--- config.mk ---
export PLATFORM = sky130hd
export DESIGN_NAME = cdb_arbiter_flat
export DESIGN_NICKNAME = d
export VERILOG_FILES = /design/src/rtl/cdb_arbiter_pkg.sv /design/src/rtl/cdb_arbiter_if.sv /design/src/rtl/cdb_fifo.sv /design/src/rtl/cdb_arbiter.sv /design/src/flat_wrapper.sv
export SDC_FILE = /design/constraint.sdc
export NUM_CORES = 1
export LEC_CHECK = 0
export CAP_MARGIN = 15
export CELL_PAD_IN_SITES_DETAIL_PLACEMENT = 1
export CELL_PAD_IN_SITES_GLOBAL_PLACEMENT = 2
export CORE_MARGIN = 2
export CORE_UTILIZATION = 35
export CTS_CLUSTER_DIAMETER = 150
export DETAILED_ROUTE_END_ITERATION = 10
export PLACE_DENSITY = 0.68
export SYNTH_ARGS = -nofsm -noshare
export SYNTH_HDL_FRONTEND = slang
export SYNTH_SLANG_ARGS = --single-unit
export TNS_END_PERCENT = 1
--- constraint.sdc ---
create_clock -name clk -period 3.66 [get_ports clk]
set_input_delay 0.732 -clock clk [delete_from_list [all_inputs] [get_ports clk]]
set_output_delay 0.732 -clock clk [all_outputs]
set_load 0.02 [all_outputs]
--- src/rtl/cdb_arbiter_pkg.sv ---
// -----------------------------------------------------------------------------
// cdb_arbiter_pkg
//   Shared constants and types for the common-data-bus arbiter slice.
//   ROB_SIZE_WIDTH : width of a reorder-buffer id
//   CDB_FIFO_DEPTH : entries buffered per result source
//   CDB_DATA_WIDTH : width of a broadcast result value
//   cdb_src_e      : identifies which producer owns a grant
// -----------------------------------------------------------------------------
package cdb_arbiter_pkg;

    localparam int ROB_SIZE_WIDTH = 5;
    localparam int CDB_FIFO_DEPTH = 4;
    localparam int CDB_DATA_WIDTH = 32;

    // Encoding doubles as the index into the per-source arrays in the arbiter.
    typedef enum logic {
        SRC_ALU = 1'b0,
        SRC_LSB = 1'b1
    } cdb_src_e;

endpackage

--- src/rtl/cdb_arbiter_if.sv ---
// -----------------------------------------------------------------------------
// cdb_arbiter_if
//   Bundles the two producer result ports, their stall back-pressure and the
//   broadcast CDB outputs.
//   master : producer / consumer side (drives results, sees stalls and CDB)
//   slave  : arbiter side (takes results, drives stalls, CDB and ovf_err)
// -----------------------------------------------------------------------------
interface cdb_arbiter_if
    import cdb_arbiter_pkg::*;
#(
    parameter int ROB_W  = ROB_SIZE_WIDTH,
    parameter int DATA_W = CDB_DATA_WIDTH
);

    logic              alu_valid;
    logic [ROB_W-1:0]  alu_rob_id;
    logic [DATA_W-1:0] alu_value;
    logic              alu_stall;

    logic              lsb_valid;
    logic [ROB_W-1:0]  lsb_rob_id;
    logic [DATA_W-1:0] lsb_value;
    logic              lsb_stall;

    logic              cdb_valid;
    logic [ROB_W-1:0]  cdb_rob_id;
    logic [DATA_W-1:0] cdb_value;
    logic              ovf_err;

    modport master (
        output alu_valid, alu_rob_id, alu_value,
        output lsb_valid, lsb_rob_id, lsb_value,
        input  alu_stall, lsb_stall,
        input  cdb_valid, cdb_rob_id, cdb_value, ovf_err
    );

    modport slave (
        input  alu_valid, alu_rob_id, alu_value,
        input  lsb_valid, lsb_rob_id, lsb_value,
        output alu_stall, lsb_stall,
        output cdb_valid, cdb_rob_id, cdb_value, ovf_err
    );

endinterface

--- src/rtl/cdb_fifo.sv ---
// -----------------------------------------------------------------------------
// cdb_fifo
//   Small result FIFO with a combinationally visible head entry so the
//   arbiter can grant a result the cycle after it was written.
//   clk, rst(active-low, async) : clocking / reset
//   en    : global ready; 0 freezes pointers, count and storage
//   flush : empty the FIFO (only while en)
//   push  : write din (dropped when full)
//   pop   : retire the head entry (ignored when empty)
//   head  : current head entry
//   full, empty, count : occupancy
// -----------------------------------------------------------------------------
module cdb_fifo
    import cdb_arbiter_pkg::*;
#(
    parameter  int DEPTH = CDB_FIFO_DEPTH,
    parameter  int WIDTH = ROB_SIZE_WIDTH + CDB_DATA_WIDTH,
    localparam int PTR_W = $clog2(DEPTH),
    localparam int CNT_W = $clog2(DEPTH + 1)
) (
    input  logic             clk,
    input  logic             rst,
    input  logic             en,
    input  logic             flush,
    input  logic             push,
    input  logic             pop,
    input  logic [WIDTH-1:0] din,
    output logic [WIDTH-1:0] head,
    output logic             full,
    output logic             empty,
    output logic [CNT_W-1:0] count
);

    logic [WIDTH-1:0] mem [DEPTH];
    logic [PTR_W-1:0] rd_ptr_reg;
    logic [PTR_W-1:0] wr_ptr_reg;
    logic [CNT_W-1:0] count_reg;
    logic             do_push;
    logic             do_pop;

    assign full  = (count_reg == CNT_W'(DEPTH));
    assign empty = (count_reg == '0);
    assign count = count_reg;
    assign head  = mem[rd_ptr_reg];

    // Fullness is judged before any same-edge pop, so a push into a full
    // FIFO is dropped even if the head leaves at that edge.
    assign do_push = en && !flush && push && !full;
    assign do_pop  = en && !flush && pop && !empty;

    always_ff @(posedge clk or negedge rst) begin
        if (!rst) begin
            rd_ptr_reg <= '0;
            wr_ptr_reg <= '0;
            count_reg  <= '0;
        end else if (en) begin
            if (flush) begin
                rd_ptr_reg <= '0;
                wr_ptr_reg <= '0;
                count_reg  <= '0;
            end else begin
                // DEPTH is a power of two, so pointers wrap naturally.
                if (do_push) wr_ptr_reg <= wr_ptr_reg + 1'b1;
                if (do_pop)  rd_ptr_reg <= rd_ptr_reg + 1'b1;
                case ({do_push, do_pop})
                    2'b10:   count_reg <= count_reg + 1'b1;
                    2'b01:   count_reg <= count_reg - 1'b1;
                    default: count_reg <= count_reg;
                endcase
            end
        end
    end

    // Storage carries no reset; only entries below count are ever read out.
    always_ff @(posedge clk) begin
        if (do_push) mem[wr_ptr_reg] <= din;
    end

endmodule

--- src/rtl/cdb_arbiter.sv ---
// -----------------------------------------------------------------------------
// cdb_arbiter
//   Shares the common data bus between the ALU and LSB result ports. Each
//   source is buffered in a cdb_fifo; one head is granted per cycle,
//   round-robin, into registered cdb_* outputs.
//   clk       : clock, rising edge
//   rst       : asynchronous active-low reset
//   rdy       : global ready; 0 freezes all state and drops inputs
//   rob_clear : misprediction flush (effective only with rdy)
//   bus       : producer results, stalls, CDB broadcast and ovf_err
// -----------------------------------------------------------------------------
module cdb_arbiter
    import cdb_arbiter_pkg::*;
#(
    parameter int DEPTH  = CDB_FIFO_DEPTH,
    parameter int ROB_W  = ROB_SIZE_WIDTH,
    parameter int DATA_W = CDB_DATA_WIDTH
) (
    input  logic          clk,
    input  logic          rst,
    input  logic          rdy,
    input  logic          rob_clear,
    cdb_arbiter_if.slave  bus
);

    localparam int ENT_W = ROB_W + DATA_W;
    localparam int CNT_W = $clog2(DEPTH + 1);
    localparam int NSRC  = 2;

    // Per-source arrays are indexed by cdb_src_e: 0 = ALU, 1 = LSB.
    logic [NSRC-1:0]  src_valid;
    logic [NSRC-1:0]  src_full;
    logic [NSRC-1:0]  src_empty;
    logic [NSRC-1:0]  grant;
    logic [NSRC-1:0]  pop;
    logic [ENT_W-1:0] src_din   [NSRC];
    logic [ENT_W-1:0] src_head  [NSRC];
    logic [CNT_W-1:0] src_count [NSRC];

    cdb_src_e          last_grant_reg;
    logic              cdb_valid_reg;
    logic [ROB_W-1:0]  cdb_rob_id_reg;
    logic [DATA_W-1:0] cdb_value_reg;
    logic              ovf_err_reg;

    assign src_valid  = {bus.lsb_valid, bus.alu_valid};
    assign src_din[0] = {bus.alu_rob_id, bus.alu_value};
    assign src_din[1] = {bus.lsb_rob_id, bus.lsb_value};

    generate
        for (genvar gi = 0; gi < NSRC; gi++) begin : g_src
            cdb_fifo #(
                .DEPTH (DEPTH),
                .WIDTH (ENT_W)
            ) u_fifo (
                .clk   (clk),
                .rst   (rst),
                .en    (rdy),
                .flush (rob_clear),
                .push  (src_valid[gi]),
                .pop   (pop[gi]),
                .din   (src_din[gi]),
                .head  (src_head[gi]),
                .full  (src_full[gi]),
                .empty (src_empty[gi]),
                .count (src_count[gi])
            );

            assign pop[gi] = grant[gi] && !rob_clear;
        end
    endgenerate

    // A lone nonempty source always wins; on contention the source that
    // did not win last time goes first.
    always_comb begin
        grant    = '0;
        grant[0] = !src_empty[0] && (src_empty[1] || last_grant_reg == SRC_LSB);
        grant[1] = !src_empty[1] && (src_empty[0] || last_grant_reg == SRC_ALU);
    end

    always_ff @(posedge clk or negedge rst) begin
        if (!rst) begin
            last_grant_reg <= SRC_LSB;
            cdb_valid_reg  <= 1'b0;
            cdb_rob_id_reg <= '0;
            cdb_value_reg  <= '0;
            ovf_err_reg    <= 1'b0;
        end else if (rdy) begin
            if (rob_clear) begin
                cdb_valid_reg  <= 1'b0;
                last_grant_reg <= SRC_LSB;
            end else begin
                if (grant[0]) begin
                    cdb_valid_reg                    <= 1'b1;
                    {cdb_rob_id_reg, cdb_value_reg}  <= src_head[0];
                    last_grant_reg                   <= SRC_ALU;
                end else if (grant[1]) begin
                    cdb_valid_reg                    <= 1'b1;
                    {cdb_rob_id_reg, cdb_value_reg}  <= src_head[1];
                    last_grant_reg                   <= SRC_LSB;
                end else begin
                    cdb_valid_reg <= 1'b0;
                end
                // Sticky: a producer ignored its stall and lost a result.
                if (|(src_valid & src_full)) ovf_err_reg <= 1'b1;
            end
        end
    end

    // One slot of slack: the producer's issue decision is a cycle ahead of
    // its result arriving here.
    assign bus.alu_stall  = (src_count[0] >= CNT_W'(DEPTH - 1));
    assign bus.lsb_stall  = (src_count[1] >= CNT_W'(DEPTH - 1));
    assign bus.cdb_valid  = cdb_valid_reg;
    assign bus.cdb_rob_id = cdb_rob_id_reg;
    assign bus.cdb_value  = cdb_value_reg;
    assign bus.ovf_err    = ovf_err_reg;

endmodule
--- src/flat_wrapper.sv ---
// flat-port wrapper written by rule: the top's interface ports become plain ports
module cdb_arbiter_flat import cdb_arbiter_pkg::*;
#(
    parameter int DEPTH  = CDB_FIFO_DEPTH,
    parameter int ROB_W  = ROB_SIZE_WIDTH,
    parameter int DATA_W = CDB_DATA_WIDTH
)
  (clk, rst, rdy, rob_clear, bus_alu_valid, bus_alu_rob_id, bus_alu_value, bus_lsb_valid, bus_lsb_rob_id, bus_lsb_value, bus_alu_stall, bus_lsb_stall, bus_cdb_valid, bus_cdb_rob_id, bus_cdb_value, bus_ovf_err);
  cdb_arbiter_if #(.ROB_W(ROB_W), .DATA_W(DATA_W)) bus_i ();
  input  logic clk;
  input  logic rst;
  input  logic rdy;
  input  logic rob_clear;
  input wire logic [$bits(bus_i.alu_valid)-1:0] bus_alu_valid;
  input wire logic [$bits(bus_i.alu_rob_id)-1:0] bus_alu_rob_id;
  input wire logic [$bits(bus_i.alu_value)-1:0] bus_alu_value;
  input wire logic [$bits(bus_i.lsb_valid)-1:0] bus_lsb_valid;
  input wire logic [$bits(bus_i.lsb_rob_id)-1:0] bus_lsb_rob_id;
  input wire logic [$bits(bus_i.lsb_value)-1:0] bus_lsb_value;
  output wire logic [$bits(bus_i.alu_stall)-1:0] bus_alu_stall;
  output wire logic [$bits(bus_i.lsb_stall)-1:0] bus_lsb_stall;
  output wire logic [$bits(bus_i.cdb_valid)-1:0] bus_cdb_valid;
  output wire logic [$bits(bus_i.cdb_rob_id)-1:0] bus_cdb_rob_id;
  output wire logic [$bits(bus_i.cdb_value)-1:0] bus_cdb_value;
  output wire logic [$bits(bus_i.ovf_err)-1:0] bus_ovf_err;
  assign bus_i.alu_valid = bus_alu_valid;
  assign bus_i.alu_rob_id = bus_alu_rob_id;
  assign bus_i.alu_value = bus_alu_value;
  assign bus_i.lsb_valid = bus_lsb_valid;
  assign bus_i.lsb_rob_id = bus_lsb_rob_id;
  assign bus_i.lsb_value = bus_lsb_value;
  assign bus_alu_stall = bus_i.alu_stall;
  assign bus_lsb_stall = bus_i.lsb_stall;
  assign bus_cdb_valid = bus_i.cdb_valid;
  assign bus_cdb_rob_id = bus_i.cdb_rob_id;
  assign bus_cdb_value = bus_i.cdb_value;
  assign bus_ovf_err = bus_i.ovf_err;
  cdb_arbiter #(.DEPTH(DEPTH), .ROB_W(ROB_W), .DATA_W(DATA_W)) u_core (.clk(clk), .rst(rst), .rdy(rdy), .rob_clear(rob_clear), .bus(bus_i));
endmodule
==> impl_metrics.csv <==
group,metric,value,unit
cells_and_area,finish.net_count,927,
clock_network,cts_max_level,2,
logic_synthesis,average_cell_area_after_synthesis,19.6,sq um
logic_synthesis,synth_nets,784,
pwr,power.share.clock,0.291,
global_routing,grt_first_pass_wirelength,47.2,mm
logic_synthesis,yosys-top-cells-count,"296 x edfxtp_1, 74 x mux4_2, 53 x dfrtp_1, 44 x nor2_1, 43 x a21oi_1",
die,die_outline_area,0.0404,sq mm
cells_and_area,largest_register_ffs,296,
setup_path,timing.critical_path.fanout_max,17,
logic_synthesis,synth_enable_flop_cells,296,
logic_synthesis,yosys.cell_types.count,44,
sta,tightestPinTransition,0.919,ns
sta,finalSetupViolCount,0,
global_routing,grt_start_max_net_pins,55,
run,drv_cap,0,
setup_path,critical_path.max_stage_delay,0.54,ns
global_routing,via_count_of_the_first_global_routing_pass,7672,
global_routing,gr-usage-all-layers,0.156,
hold_path,worstHoldPathType,"in2async",
global_routing,grt_antenna_before_repair,2,
setup_path,start_kind,"flip-flop",
setup_path,cp_data_required_time,4.05,ns
logic_synthesis,seq_area_frac_synth,0.753,
die,design.portCount,121,
pwr,p_per_area,730,mW/mm^2
logic_synthesis,netlist.area_leader.share,0.654,
die,die_height,201,um
logic_synthesis,synth_warnings,0,
clock_network,clock-sinks,350,
clock_network,cts.reportedPaths.clkPinSlew,0.06,ns
setup_path,timing.critical_path.cells,"nor3_1, a21o_4, nor3_1, xor2_1, ha_1, or3_1, nor3_1, or3_1, o211ai_2",
die,fp-row-count,72,
route,first_pass_iters,5,
pwr,total_switching_power,3.68,mW
clock_network,insertion_delay_to_the_later_sink_of_the_worst_skew_pair,0.53,ns
setup_path,critical_path_class,"reg2reg",
route,wire_per_inst,22.0,um
global_routing,gr-total-overflow,0,
placement,finalWeightedCongestion,0.751,
cells_and_area,area_delta_synth_final,22.6,%
logic_synthesis,async_flop_share,0.154,
clock_network,clock_path_buffers,3,
route,drt_first_iter_violations,414,
pwr,intPower,8.48,mW
run_status,outcome,"finished, final reports clean",
sta,finClkSkew,0.0204,ns
clock_network,tritoncts,"yes",
route,ant_nets,0,
route,routed_via_count_divided_by_cell_count,4.94,
setup_path,crit_path_frequent_cell,"nor3_1",
pwr,p_comb_frac,0.275,
pwr,p_leak,5.61,nW
route,detailroute.via_count,6839,
clock_network,cts_buffers,37,
pwr,power_switching_share,0.303,
route,postRouteWirelength,30.4,mm
die,initial_core_utilization,0.353,
die,dieWidth,201,um
clock_network,cts.repair.resized,0,
placement,port-buffer-count,120,
setup_path,timing.critical_path.to_type,"flip-flop",
placement,hpwlAfterDp,19.1,mm
pwr,pwr-share-seq,0.434,
sta,achievable_frequency,358,MHz
clock_network,clk_root_buffer_cell,"clkbuf_16",
sta,slew_viol_final,0,
logic_synthesis,post-synth-top-count-cell,"edfxtp_1",
cells_and_area,drive_above_1_share,0.202,
placement,placed_cells,1316,
cells_and_area,num-fill-cells,3694,
clock_network,post-cts-setup-buffers,0,
pwr,max-vdd-ir-drop,0.292,mV
logic_synthesis,syn-cell-area,0.0136,sq mm
setup_path,cp_max_stage_cell,"nor3_1",
die,core_area,0.0385,sq mm
sta,final_worst_path_period_share,0.764,
sta,final.setup.tns,0,ns
sta,relSlewSlack,0.387,
setup_path,timing.critical_path.arrival,3.19,ns
clock_network,post_cts_hold_buffer_count,0,
logic_synthesis,cells_after_synthesis,694,
logic_synthesis,yosys.area.top_type,"edfxtp_1",
sta,period_minus_slack,2.80,ns
logic_synthesis,dominant_register_cell_in_the_synthesized_netlist,"edfxtp_1",
logic_synthesis,yosys-top-cells-area,"edfxtp_1 65%, mux4_2 12%, dfrtp_1 9.8%",
route,drt_drc_violations_left,0,
sta,rsz0062_at_grt,"no",
sta,hold_violations,0,
cells_and_area,final_cell_count_no_fill,1384,
logic_synthesis,ys_seq_elements,350,
[layout make-up]
cell class	instances	area, sq um	area share
sequential	350	10300	0.615
antenna	1	2.50	0.000150
clock buffer	50	1010	0.0609
tap	518	648	0.0389
clock inverter	17	134	0.00804
inverter	8	30.0	0.00180
multi-input combinational	295	3170	0.190
timing repair buffer	145	1410	0.0847
[placed cells by master, fill, tap and decap left out, types with 13 or more instances in the layout]
master           count
edfxtp_1           296
clkdlybuf4s50_1    119
mux4_2              74
dfrtp_1             49
nor2_1              44
a21oi_1             42
mux2i_1             39
clkbuf_16           37
buf_4               24
nand2_1             13
[power by group through the flow]
stage | Sequential (mW) | Combinational (mW) | Clock (mW)
global route | 5.38 | 3.65 | 3.80
floorplan | 5.25 | 2.20 | 0
finish | 5.28 | 3.35 | 3.54
detailed placement | 5.39 | 3.40 | 0
global placement | 5.37 | 3.37 | 0
CTS | 5.31 | 3.42 | 3.66
[through the flow]
step / power, mW / area, sq um / setup slack [ns] / hold slack [ns] / util
5_1_grt: 12.8 / 16700 / 0.640 / 0.362 / 0.433
2_1_floorplan: 7.45 / 13600 / 0.956 / 0.436 / -
3_5_place_dp: 8.79 / 15500 / 0.639 / 0.447 / 0.403
6_report: 12.2 / 16700 / 0.864 / 0.311 / 0.433
3_3_place_gp: 8.75 / 15500 / 0.629 / 0.439 / 0.403
4_1_cts: 12.4 / 16700 / 0.861 / 0.344 / 0.433
[path summary, 6_finish.rpt]
path                                                 startpoint                                    to  slack, ns  depth (start not counted)
worst max-delay path            u_core.g_src[0].u_fifo.count[0]       u_core.g_src[0].u_fifo.count[2]       0.86                          9
worst min-delay path                                        rst              u_core.bus.cdb_value[28]       0.31                          1
worst max register to register  u_core.g_src[0].u_fifo.count[0]       u_core.g_src[0].u_fifo.count[2]       0.86                          9
worst min register to register               u_core.bus.ovf_err                    u_core.bus.ovf_err       0.46                          1
max in group asynchronous                                   rst  u_core.g_src[1].u_fifo.rd_ptr_reg[0]       2.69                          1
min in group clk                             u_core.bus.ovf_err                    u_core.bus.ovf_err       0.46                          1
[critical path, delay by kind of cell, from the launching register on]
family / cells / cell delay (ns)
simple gates: 5 / 1.33
compound gates: 2 / 0.49
flops: 1 / 0.48
fa+ha+maj: 1 / 0.21
xor+xnor: 1 / 0.16
[kinds of logic after synthesis]
kind of cell             after synthesis  synth area share
flip-flops                           350             0.753
AND/OR/NAND/NOR                       92            0.0335
multiplexers                         115             0.153
XOR/XNOR                               5           0.00322
AO/OA/AOI/OAI                         73            0.0321
buffers and inverters                 49            0.0155
adder cells (fa/ha/maj)               10           0.00921
[routing by layer]
| layer | vias to the layer above | wire [um] | track usage |
|---|---|---|---|
| met2 | 132 | 14800 | 0.256 |
| met4 | 2 | 632 | 0.0455 |
| met3 | 42 | 1330 | 0.0343 |
| met5 | - | 12 | 0 |
| li1 | 3073 | - | - |
| met1 | 3590 | 13600 | 0.209 |
Power figures use the tool's default switching activity.
